**config.mk**
```make
export PLATFORM = sky130hd
export DESIGN_NAME = stage_fetch_prefetch
export DESIGN_NICKNAME = d
export VERILOG_FILES = /design/src/rtl/stage_fetch_prefetch.sv
export SDC_FILE = /design/constraint.sdc
export NUM_CORES = 1
export LEC_CHECK = 0
export CELL_PAD_IN_SITES_DETAIL_PLACEMENT = 1
export CELL_PAD_IN_SITES_GLOBAL_PLACEMENT = 1
export CORE_MARGIN = 3
export CORE_UTILIZATION = 44
export DETAILED_ROUTE_END_ITERATION = 8
export PLACE_DENSITY_LB_ADDON = 0.1
export RECOVER_POWER = 100
export SETUP_SLACK_MARGIN = 0.4
export SYNTH_ARGS = -nofsm -noshare
export SYNTH_HDL_FRONTEND = slang
export SYNTH_SLANG_ARGS = --single-unit
export TNS_END_PERCENT = 20
```
**constraint.sdc**
```tcl
create_clock -name clk -period 3.6 [get_ports clk]
set_input_delay 0.72 -clock clk [delete_from_list [all_inputs] [get_ports clk]]
set_output_delay 0.72 -clock clk [all_outputs]
set_load 0.1 [all_outputs]
```
**src/rtl/stage_fetch_prefetch.sv**
```systemverilog
// Fetch stage: issues sequential word requests to an in-order memory and queues {pc,instr} for decode.
// Head valid the cycle after the response; requests are throttled by in-flight count and queue credit.
module stage_fetch_prefetch #(
    parameter logic [31:0] RESET_PC    = 32'h0040_0000,
    parameter int          QUEUE_DEPTH = 4,
    parameter int          MAX_OUTST   = 2
) (
    input  logic        clk,
    input  logic        reset,
    input  logic        load,
    input  logic [31:0] pc_in,
    input  logic        stall,
    output logic        req_valid,
    input  logic        req_ready,
    output logic [31:0] req_addr,
    input  logic        resp_valid,
    input  logic [31:0] resp_data,
    output logic        inst_valid,
    output logic [31:0] instruction,
    output logic [31:0] pc,
    output logic [31:0] pc_add4,
    output logic [31:0] pc_add8
);
    localparam int PW = (QUEUE_DEPTH > 1) ? $clog2(QUEUE_DEPTH) : 1;
    localparam int CW = $clog2(QUEUE_DEPTH + 1);
    localparam int OW = $clog2(MAX_OUTST + 1);

    logic [31:0]   r_fetch_pc;
    logic [31:0]   r_resp_pc;
    logic [OW-1:0] r_outst;
    logic [OW-1:0] r_drop;
    logic [CW-1:0] r_count;
    logic [PW-1:0] r_rd_ptr;
    logic [PW-1:0] r_wr_ptr;
    logic [31:0]   r_q_pc  [QUEUE_DEPTH];
    logic [31:0]   r_q_ins [QUEUE_DEPTH];

    logic [31:0]   w_target;
    logic [OW-1:0] w_live;
    logic          w_credit_ok;
    logic          w_accept;
    logic          w_push;
    logic          w_pop;
    logic          w_drop_hit;

    assign w_target = pc_in & 32'hFFFF_FFFC;

    // Live requests (not already marked stale) each reserve a queue slot.
    assign w_live      = r_outst - r_drop;
    assign w_credit_ok = (int'(r_count) + int'(w_live)) < QUEUE_DEPTH;

    assign req_valid  = !reset && !load && (int'(r_outst) < MAX_OUTST) && w_credit_ok;
    assign req_addr   = r_fetch_pc;
    assign w_accept   = req_valid && req_ready;

    assign inst_valid = !reset && (r_count != '0);
    assign w_pop      = inst_valid && !stall && !load;
    assign w_drop_hit = resp_valid && (r_drop != '0);
    assign w_push     = !reset && !load && resp_valid && (r_drop == '0);

    assign instruction = r_q_ins[r_rd_ptr];
    assign pc          = r_q_pc[r_rd_ptr];
    assign pc_add4     = pc + 32'd4;
    assign pc_add8     = pc + 32'd8;

    always_ff @(posedge clk) begin
        if (reset) begin
            r_fetch_pc <= RESET_PC;
            r_resp_pc  <= RESET_PC;
            r_outst    <= '0;
            r_drop     <= '0;
            r_count    <= '0;
            r_rd_ptr   <= '0;
            r_wr_ptr   <= '0;
        end else if (load) begin
            // Everything still in flight after this cycle's response is stale.
            r_fetch_pc <= w_target;
            r_resp_pc  <= w_target;
            r_outst    <= r_outst - OW'(resp_valid);
            r_drop     <= r_outst - OW'(resp_valid);
            r_count    <= '0;
            r_rd_ptr   <= '0;
            r_wr_ptr   <= '0;
        end else begin
            if (w_accept) begin
                r_fetch_pc <= r_fetch_pc + 32'd4;
            end
            if (w_push) begin
                r_resp_pc <= r_resp_pc + 32'd4;
                r_wr_ptr  <= r_wr_ptr + PW'(1);
            end
            if (w_pop) begin
                r_rd_ptr <= r_rd_ptr + PW'(1);
            end
            if (w_drop_hit) begin
                r_drop <= r_drop - OW'(1);
            end
            r_outst <= r_outst + OW'(w_accept) - OW'(resp_valid);
            r_count <= r_count + CW'(w_push) - CW'(w_pop);
        end
    end

    always_ff @(posedge clk) begin
        if (w_push) begin
            r_q_pc[r_wr_ptr]  <= r_resp_pc;
            r_q_ins[r_wr_ptr] <= resp_data;
        end
    end

    assert property (@(posedge clk) disable iff (reset) w_push |-> (r_count < CW'(QUEUE_DEPTH)));
    assert property (@(posedge clk) disable iff (reset) resp_valid |-> (r_outst != '0));

endmodule
```
# --- After elaboration in Yosys (flattened, before gate mapping) ---
# Memories as Yosys holds them, arrays and structs flattened. A register that Yosys moved wholly into a read port is not among the register bits.
# Cells that the tools add are included.
word_totals:
  regBits: 75
  ramBits: 256
  in_bits: 70
  out_inout_bits: 162
  wordCells: 60
  n_memories: 2
classes:
  addsub: 14
  magnitude_cmp: 2
  muxes: 13
  n_reduce_logical: 20
memory_table:
  columns: ["memory", "words", "word_bits", "rd", "rd_ports_with_merged_regs", "write_ports", "line", "source"]
  rows:
  - ["r_q_ins", 4, 32, 1, 1, 1, "36", "logic [31:0] r_q_ins [QUEUE_DEPTH];"]
  - ["r_q_pc", 4, 32, 1, 1, 1, "35", "logic [31:0] r_q_pc [QUEUE_DEPTH];"]
op_table:
  columns: ["op", "count"]
  rows:
  - ["32-bit 2-to-1 mux", 4]
  - ["32-bit by 3-bit adder with 32-bit output, second input constant", 3]
  - ["32-bit by 4-bit adder with 32-bit output, second input constant", 1]
  - ["2-bit 2-to-1 mux", 7]
  - ["1-bit logical AND", 10]
  - ["2-bit nonzero test", 4]
  - ["2-bit by 1-bit adder with 2-bit output, second input constant", 2]
  - ["3-bit by 2-bit adder with 4-bit output", 1]
  - ["4-bit by 3-bit less-than comparator with 1-bit output, second input constant", 1]
  - ["2-bit by 1-bit subtractor with 2-bit output", 2]
  - ["3-bit by 1-bit adder with 3-bit output", 1]
  - ["1-bit logical NOT", 3]
  - ["3-bit nonzero test", 1]
  - ["3-bit by 1-bit subtractor with 3-bit output", 1]
  - ["2-bit by 1-bit adder with 2-bit output", 1]
  - ["2-bit logical NOT", 1]
  - ["2-bit less-than comparator, second input constant", 1]
  - ["1-bit 2-to-1 mux", 2]
  - ["2-bit OR reduction", 1]
  - ["2-bit by 1-bit subtractor with 2-bit output, second input constant", 1]
  - ["2-bit subtractor", 1]

# --- Logic depth before layout (Yosys ltp) ---
# Gate-level depths: netlist of the first run.
logic_depth:
  depth_word: 8
  ltp_mapped: 17
  depth_no_buf: 15

# --- Worst setup path before layout of the first run ---
# No wires, ideal clock.
synth_timing:
  kind: "register to output"
  from: "reg (tool-made name)"
  to: "out pc_add4[26]"
  t_arrival_ps: 4211
  required_time_ps: 2880
  setup_slack_ps: -1331
  path_stages_with_launch: 11
  n_path_buf: 4
  cell_sequence: "dfxtp_1 buf_6 buf_12 buf_12 buf_6 mux4_2 ha_1 nand3_1 nor3_1 nand4_1 xnor2_1"
synth_rtl:
  columns: ["element", "line", "source"]
  rows:
  - ["to (decl)", "21", "output logic [31:0] pc_add4,"]

==> results of run 1 <==
cell usage in the layout, fill, tap and decap left out, drive strengths merged, types with 4 or more instances in the layout:
cell type,netlist,layout
a31oi,17,17
clkdlybuf4s50,0,54
nor3,25,25
nand3,36,36
mux2,10,10
and4,9,9
o21ai,16,16
a21oi,29,29
nor4,23,23
a21boi,12,12
xnor2,60,60
nand2,77,77
or3,10,10
edfxtp,248,248
clkbuf,25,58
nor2,50,50
nand4,37,37
dfxtp,73,73
dlygate4sd3,0,34
inv,25,26
mux4,62,62
xor2,31,31
a211oi,12,12
clkinv,1,18
conb,1,8
o21a,7,7
and3,14,14
or4,4,4
buf,40,212
ha,16,16
and2,8,8
final cells by class:
cell class	count	area, sq um
Fill cell	2920	11500
Sequential cell	321	8920
Multi-Input combinational cell	598	6110
Timing Repair Buffer	315	3520
Clock buffer	43	906
Tap cell	402	503
Clock inverter	19	149
Inverter	26	97.6
logic make-up (layout without fill, tap and decap cells):
family | count (synthesis) | count (layout) | synth area share (%)
muxes | 72 | 72 | 10.8
xor gates and xnor gates | 91 | 91 | 5.60
DFF | 321 | 321 | 62.5
and+or+nand+nor | 299 | 299 | 11.1
adders and majority gates | 17 | 17 | 1.55
other | 1 | 8 | 0.0263
buffers and inverters | 91 | 403 | 3.28
AOI/OAI and AO/OA | 111 | 111 | 5.06
worst paths after layout:
kind / startpoint / endpoint / slack (ns) / cells past startpoint
min reg2reg: r_wr_ptr[1] / r_wr_ptr[1] / 0.52 / 2
max: register / pc_add4[14] / -0.12 / 10
max reg2reg: r_drop[0] / r_q_ins[1][6] / 0.49 / 6
min: reset / r_drop[1] / 0.49 / 2
through the flow:
step | power, mW | utilization [%]
after floorplan | 5.06 | -
after global placement | 5.45 | 58.4
after detailed placement | 5.47 | 58.4
after CTS | 8.81 | 63.5
after global routing | 9.04 | 63.7
final | 8.73 | 63.7
repair_timing:
item,in CTS,in global routing
setup endpoints to repair,81,53
endpoints found under the hold margin,0,0
pin swaps,31,15
gates cloned,1,0
buffers inserted,29,7
resized for setup,64,19
state kept, by name, summed over array words and instances (netlist names), named ones only:
register,flops
r_q_ins,128
r_q_pc,120
r_resp_pc,30
req_addr,30
r_count,3
r_drop,2
r_outst,2
r_rd_ptr,2
r_wr_ptr,2
power groups by stage:
stage | Clock [mW] | Combinational [mW] | Sequential, mW
after CTS | 3.40 | 1.24 | 4.17
after global routing | 3.56 | 1.30 | 4.18
after detailed placement | 0 | 1.22 | 4.25
after global placement | 0 | 1.21 | 4.24
after floorplan | 0 | 0.693 | 4.36
final | 3.32 | 1.24 | 4.17
metal layers:
layer / vias up / share of wire (%) / GRT usage [%]
met5: - / 0 / 0
met1: 4928 / 43 / 31.3
met4: 0 / 1.6 / 5.09
met3: 46 / 5.5 / 3.99
met2: 318 / 49 / 38.3
li1: 4419 / - / -
==> summary.txt, run 1 <==
STA
  – Final Critical Period: 3.72 ns
  – Worst Tran Pin Value: 1.59 ns
  – Worst Clk Skew: 0.0142 ns
  – Hold_ws: 0.492 ns
  – Slew Viols, Final: 32
  – Setup tns final: -0.799 ns
  – Worst rel slew slack: -6.09%
  – Final setup viols: 17
  – Endpoints failing hold: 0
  – Tcrit/Tclk final: 103%
  – RSZ-0062 raised after global routing: yes
  – Final setup margin: -0.121 ns
  – Max Freq: 269 MHz

Logic synthesis
  – Seq/Total Area, Yosys: 62.5%
  – Synthesis Warnings: 0
  – Synthesized area: 0.0142 sq mm
  – Mean Syn Cell Area: 14.2 sq um
  – Synth cell types: 59
  – Post-synth top flop: edfxtp_1
  – EDFF count, synth: 248
  – Ys async rst share: 0%
  – Synth top area cells: edfxtp_1 52%, dfxtp_1 10%, mux4_2 8.4%, xnor2_1 3.7%, nand2_1 2.0%
  – Dominant cell type by area after synthesis: edfxtp_1
  – Top-area cell type share of the netlist area: 52.3%
  – Top cells by count, synth: 248 x edfxtp_1, 77 x nand2_1, 73 x dfxtp_1, 60 x xnor2_1, 53 x mux4_2
  – Top-count cell post-synth: edfxtp_1
  – Synthesized flop and latch total: 321
  – Cells after Synth: 1003

Power
  – Sw Share: 27.4%
  – VDD IR-drop max: 477 uV
  – Clock power share: 38.1%
  – Switching power total: 2.39 mW
  – Internal: 6.34 mW
  – Pleak: 7.03 nW
  – Reg power frac: 47.8%
  – Pwr Density: 432 mW/mm^2
  – Logic pwr share: 14.2%

Finish
  – Layout cell share with drive strength beyond 1: 34.0%
  – Design Area, Final: 0.0202 sq mm
  – Finished Layout Cells: 1724
  – Antenna cells: 0
  – Layout Area Growth over Synthesis: 41.8%
  – Final nets: 1384

Global routing
  – Antenna violations before repair: 0
  – Largest net degree at the start of global routing: 63
  – Vias in the first global route: 10431
  – First-pass GRT wire length: 60800 microns
  – Gr ovfl total: 0
  – All-Layer GR Usage: 22.7%

Routing
  – Drt first pass iters: 5
  – Initial drt markers: 533
  – DRC viols: 0
  – DR vias: 9711
  – Post-route ant nets: 0
  – Vias/cell: 5.63
  – DR WL/cell: 23.0 microns
  – Total wire length: 39600 microns

Setup path
  – Startpoint Class: register
  – CP Cell Sequence: buf_12, buf_4, mux4_2, buf_6, nand2_4, buf_8, buf_4, nor4_2, xor2_4, buf_12
  – Buffers and inverters on the worst path: 6
  – Worst path max stage delay: 0.52 ns
  – Worst Setup End Kind: primary output
  – Arrival time worst endpoint: 3.00 ns
  – Crit-path slowest cell: nor4_2
  – Crit path max-delay family: buffers and inverters
  – Req. time, crit path: 2.88 ns
  – Critical Path Fanout Max: 7
  – Setup CP Type: reg -> out

Floorplan
  – Starting Density: 44.9%
  – Die width: 186 microns
  – # rows: 65
  – Area of the core: 0.0317 sq mm
  – Ports: 232
  – Die Y: 186 microns
  – Area of the die: 0.0346 sq mm

Place
  – # port buffers: 221
  – HPWL after detailed placement: 25700 microns
  – Placed Area: 0.0185 sq mm
  – Gpl congestion: 0.804
  – Dpl cells: 1625
  – Worst slack at placement: -0.0391 ns

Hold path
  – Worst hold path class: in -> reg

Flow run
  – Maximum Capacitance Violations: 1

Clock tree
  – CTS tree: done
  – CTS H-tree depth: 2
  – Hold-fix buffers, CTS: 0
  – Num CTS Buffers: 35
  – Clock root buffer: clkbuf_16
  – Sink Count: 321
  – CTS Buffer Depth: 3
  – Reg clk slew, reported paths: 0.06 ns
  – Clk_lat worst skew: 0.52 ns

Outcome
  – Outcome: finished, violations left
  – Failing checks: capacitance limit, slew limit, setup timing
Note: power is estimated with default switching activity, not from simulation.
==> run 2, diff against run 1 <==
- CELL_PAD_IN_SITES_DETAIL_PLACEMENT: 1 -> default
- CELL_PAD_IN_SITES_GLOBAL_PLACEMENT: 1 -> default
- CORE_UTILIZATION: 44 -> 54
- PLACE_DENSITY: default -> 0.81
- PLACE_DENSITY_LB_ADDON: 0.1 -> default
==> summary.txt, run 2 (synthesized netlist as in run 1, its figures left out) <==
Power
  – Internal: 6.41 mW
  – Sw Share: 27.0%
  – Reg power frac: 47.6%
  – Logic pwr share: 14.2%
  – VDD IR-drop max: 381 uV
  – Pwr Density: 435 mW/mm^2
  – Pleak: 7.07 nW
  – Switching power total: 2.37 mW
  – Clock power share: 38.2%

Setup path
  – R2R depth: 6
  – Reg-to-Reg End: r_q_pc[0][18]
  – Crit-path slowest cell: dfxtp_4
  – Worst path max stage delay: 0.40 ns
  – CP Cell Sequence: buf_8, mux4_2, buf_4, nand3_1, buf_4, nor2_4, nand3_1, xnor2_2, buf_12
  – RR Startpoint: r_drop[0]
  – Req. time, crit path: 2.88 ns
  – Critical Path Fanout Max: 6
  – Startpoint Class: register
  – Setup CP Type: reg -> out
  – Arrival time worst endpoint: 3.06 ns
  – Worst Setup End Kind: primary output
  – R2R setup slack: 0.50 ns

STA
  – Final Critical Period: 3.78 ns
  – Worst rel slew slack: 13.2%
  – Tcrit/Tclk final: 105%
  – Endpoints failing hold: 0
  – Setup tns final: -2.40 ns
  – Slew Viols, Final: 0
  – Final setup margin: -0.184 ns
  – RSZ-0062 raised after global routing: yes
  – Max Freq: 264 MHz
  – Hold_ws: 0.514 ns
  – Worst Clk Skew: 0.0337 ns
  – Worst Tran Pin Value: 1.30 ns
  – Final setup viols: 34

Floorplan
  – Die width: 168 microns
  – Starting Density: 55.8%
  – Area of the core: 0.0255 sq mm
  – # rows: 58
  – Ports: 232
  – Die Y: 168 microns
  – Area of the die: 0.0284 sq mm

Outcome
  – Failing checks: setup timing
  – Outcome: finished, violations left

Place
  – HPWL after detailed placement: 24100 microns
  – # port buffers: 221
  – Dpl cells: 1551
  – Worst slack at placement: -0.250 ns
  – Gpl congestion: 0.845

Global routing
  – Global routing usage on met2: 47.3%
  – Largest net degree at the start of global routing: 55
  – All-Layer GR Usage: 27.7%
  – Met3 GRT Util: 4.09%
  – Global route hottest layer: met2
  – Gr ovfl total: 0
  – Vias in the first global route: 10329
  – First-pass GRT wire length: 61600 microns
  – Grt met1 use: 38.0%
  – Antenna violations before repair: 1

Routing
  – Post-route ant nets: 0
  – Vias/cell: 6.19
  – DR vias: 10266
  – Total wire length: 42200 microns
  – DRC viols: 0
  – Initial drt markers: 985
  – DR WL/cell: 25.5 microns
  – Drt first pass iters: 5

Finish
  – Layout cell share with drive strength beyond 1: 34.5%
  – Most common cell after layout, fill and taps aside: edfxtp_1
  – Max reg flops: 128
  – FILL cells: 1340
  – Register area: 0.00891 sq mm
  – Biggest register: r_q_ins
  – Commonest cells after routing, fill and taps aside: 248 x edfxtp_1, 123 x buf_4, 72 x nand2_1
  – Layout Area Growth over Synthesis: 41.6%
  – Final nets: 1389
  – Final core area utilization: 79.0%
  – Largest regs: r_q_ins (128), r_q_pc (120)
  – Finished Layout Cells: 1658
  – Area of the multi-input gates: 0.00612 sq mm

Clock tree
  – Reg clk slew, reported paths: 0.07 ns
  – Clock root buffer: clkbuf_16
  – Sink Count: 321
  – CTS tree: done
  – Clk_lat worst skew: 0.57 ns
  – CTS Buffer Depth: 3
  – Num CTS Buffers: 31
  – CTS H-tree depth: 1

Hold path
  – Worst hold path class: reg -> reg
  – Hold Path Depth: 2
  – Hold wc startpoint: r_wr_ptr[1]
  – Hold Path Sink: r_wr_ptr[1]

Flow run
  – Maximum Capacitance Violations: 0
-- run 2: cell count changes in the layout (fill, tap and decap cells not counted), moves of 4 or more --
cell / change
buf_2: +5
buf_6: +8
bufinv_16: +4
clkbuf_1: -9
clkbuf_16: -4
clkdlybuf4s50_1: +7
nor2_2: +4
-- run 2: per-layer routing --
layer | vias up | routed length (microns)
met3 | 102 | 3420
met2 | 647 | 21500
li1 | 4429 | -
met4 | 0 | 1250
met5 | - | 0
met1 | 5088 | 16100
-- run 2: area by class of cell --
cell class / instances / share of cell area, %
diodes: 1 / 0.0124
clock buffers: 37 / 3.96
clock inverters: 21 / 1.22
inverters: 26 / 0.484
multi-input cells: 598 / 30.3
flip-flops and latches: 321 / 44.2
well taps: 330 / 2.05
repair buffers: 324 / 17.8
-- run 2: worst max path at each step --
| stage | from | endpoint | slack (ns) |
|---|---|---|---|
| after floorplan | register | pc_add4[23] | -0.46 |
| after global placement | register | pc_add8[26] | -0.15 |
| after detailed placement | register | pc_add8[26] | -0.25 |
| after CTS | register | pc_add4[31] | -0.08 |
| after global routing | register | pc_add8[20] | -0.31 |
| final | register | pc_add8[24] | -0.18 |
-- run 2: through the flow --
step	power (mW)	cell area [sq um]
finish	8.78	20200
floorplan	5.06	15300
CTS	8.76	20100
global route	9.02	20200
global placement	5.43	18500
detailed placement	5.46	18500
-- run 2: power by group through the flow --
| stage | Sequential (mW) | Clock [mW] | Combinational (mW) |
|---|---|---|---|
| floorplan | 4.36 | 0 | 0.693 |
| global placement | 4.23 | 0 | 1.20 |
| detailed placement | 4.24 | 0 | 1.22 |
| CTS | 4.17 | 3.34 | 1.25 |
| global route | 4.18 | 3.53 | 1.30 |
| finish | 4.18 | 3.35 | 1.25 |
-- run 2: critical path, delay by kind of cell, from the launching register on --
| kind | cells | cell delay, ns |
|---|---|---|
| and+or+nand+nor | 3 | 0.66 |
| buffers and inverters | 4 | 0.78 |
| DFF | 1 | 0.40 |
| muxes | 1 | 0.40 |
| xor gates and xnor gates | 1 | 0.23 |
-- run 2: what timing repair did --
action	in CTS	in global routing
setup buffers	30	18
endpoints found under the setup margin	87	61
pin swaps	34	23
gates resized for setup	76	19
hold buffers	0	0
==> run 3, diff against run 2 <==
- CELL_PAD_IN_SITES_DETAIL_PLACEMENT: default -> 1
- CELL_PAD_IN_SITES_GLOBAL_PLACEMENT: default -> 2
- CORE_UTILIZATION: 54 -> 37
- PLACE_DENSITY: 0.81 -> default
- PLACE_DENSITY_LB_ADDON: default -> 0.1
- REMOVE_ABC_BUFFERS: default -> 1
==> summary.txt, run 3 (synthesized netlist as in run 1, its figures left out) <==
Floorplan
  – Area of the core: 0.0378 sq mm
  – # rows: 71
  – Die width: 202 microns
  – Ports: 232
  – Starting Density: 37.6%
  – Die Y: 202 microns
  – Area of the die: 0.0409 sq mm

Place
  – HPWL after detailed placement: 28300 microns
  – # port buffers: 221
  – Placed Area: 0.0177 sq mm
  – Dpl cells: 1731
  – Gpl congestion: 0.769

Power
  – Reg power frac: 46.2%
  – Switching power total: 2.43 mW
  – VDD IR-drop max: 281 uV
  – Internal: 6.60 mW
  – Logic pwr share: 13.8%
  – Sw Share: 26.9%
  – Pwr Density: 442 mW/mm^2
  – Clock power share: 40.0%
  – Pleak: 7.17 nW

Hold path
  – Hold Path Depth: 0
  – Worst hold path class: reg -> reg
  – Hold wc startpoint: r_resp_pc[31]
  – Hold Path Sink: r_q_pc[2][31]

Routing
  – Post-route ant nets: 0
  – Drt first pass iters: 4
  – Total wire length: 42200 microns
  – Vias/cell: 5.23
  – DR vias: 9693
  – DR WL/cell: 22.8 microns
  – DRC viols: 0
  – Initial drt markers: 459

Clock tree
  – Clock root buffer: clkbuf_16
  – Hold-fix buffers, CTS: 0
  – Sink Count: 321
  – Clk_lat worst skew: 0.52 ns
  – Reg clk slew, reported paths: 0.06 ns
  – Num CTS Buffers: 36
  – CTS Buffer Depth: 3
  – CTS H-tree depth: 2
  – CTS tree: done

STA
  – Slew Viols, Final: 0
  – Hold_ws: 0.517 ns
  – Worst Tran Pin Value: 1.21 ns
  – Final Critical Period: 3.66 ns
  – Setup tns final: -0.151 ns
  – Max Freq: 273 MHz
  – Worst Clk Skew: 0.0232 ns
  – Final setup viols: 5
  – Worst rel slew slack: 19.3%
  – Endpoints failing hold: 0
  – Final setup margin: -0.0602 ns
  – RSZ-0062 raised after global routing: yes
  – Tcrit/Tclk final: 102%

Finish
  – Final core area utilization: 53.9%
  – Max reg flops: 128
  – Finished Layout Cells: 1852
  – Layout cell share with drive strength beyond 1: 33.6%
  – Layout Area Growth over Synthesis: 43.3%
  – Final nets: 1400
  – Most common cell after layout, fill and taps aside: edfxtp_1
  – Commonest cells after routing, fill and taps aside: 248 x edfxtp_1, 104 x buf_4, 71 x nand2_1, 71 x dfxtp_1, 70 x buf_12
  – Design Area, Final: 0.0204 sq mm
  – Biggest register: r_q_ins
  – Largest regs: r_q_ins (128), r_q_pc (120)
  – Antenna cells: 0

Global routing
  – All-Layer GR Usage: 20.1%
  – Largest net degree at the start of global routing: 49
  – First-pass GRT wire length: 63900 microns
  – Gr ovfl total: 0
  – Antenna violations before repair: 0
  – Vias in the first global route: 10266

Setup path
  – Worst Setup End Kind: primary output
  – RR Startpoint: r_drop[0]
  – R2R depth: 6
  – Reg-to-Reg End: r_q_ins[2][15]
  – Startpoint Class: register
  – Critical Path Fanout Max: 7
  – Arrival time worst endpoint: 2.94 ns
  – Setup CP Type: reg -> out
  – R2R setup slack: 0.49 ns
  – Req. time, crit path: 2.88 ns

Flow run
  – Maximum Capacitance Violations: 0

Outcome
  – Failing checks: setup timing
  – Outcome: finished, violations left
[run 3: worst max path at each step]
stage,from,end,slack (ns),cells after the start
after floorplan,register,pc_add8[26],-3.70,5
after global placement,register,pc_add8[26],-0.09,7
after detailed placement,register,pc_add8[26],-0.19,7
after CTS,register,pc_add8[27],-0.05,8
after global routing,register,pc_add8[26],-0.18,9
final,register,pc_add8[26],-0.06,9
[run 3: cell type report]
type | instances | area, sq um
fillers | 3660 | 17400
repair buffers | 330 | 3940
well taps | 511 | 639
multi-input cells | 598 | 5660
clock buffers | 44 | 962
flip-flops and latches | 321 | 8910
clock inverters | 22 | 208
inverters | 26 | 97.6
[run 3: metal layers]
metal  wire length, microns  GRT usage, %
met5                      0             0
met4                    906          4.45
met3                   1790          3.06
met2                  20800          33.4
met1                  18600          28.1
[run 3: power groups by stage]
| stage | Combinational [mW] | Sequential [mW] | Clock (mW) |
|---|---|---|---|
| 6_report | 1.25 | 4.17 | 3.61 |
| 5_1_grt | 1.31 | 4.18 | 3.88 |
| 4_1_cts | 1.24 | 4.17 | 3.72 |
| 3_5_place_dp | 1.19 | 4.25 | 0 |
| 3_3_place_gp | 1.18 | 4.24 | 0 |
| 2_1_floorplan | 0.618 | 4.37 | 0 |
[run 3: worst max-delay path, stage by stage, from the launching register on]
cell	delay, ns
dfxtp_4	0.41
buf_12	0.15
buf_16	0.13
mux4_2	0.39
nand4_4	0.13
buf_4	0.19
nor3_4	0.22
nand4_1	0.25
xnor2_2	0.33
buf_12	0.22
[run 3: through the flow]
stage	power (mW)	setup WS (ns)
after floorplan	4.98	-3.70
after global placement	5.42	-0.0890
after detailed placement	5.43	-0.186
after CTS	9.13	-0.0506
after global routing	9.37	-0.178
final	9.03	-0.0602
[run 3: what timing repair did]
| item | 4_1_cts | 5_1_grt |
|---|---|---|
| setup buffers | 46 | 6 |
| pin swaps | 56 | 32 |
| endpoints found under the setup margin | 71 | 74 |
| cloned | 2 | 1 |
| resized for setup | 144 | 94 |
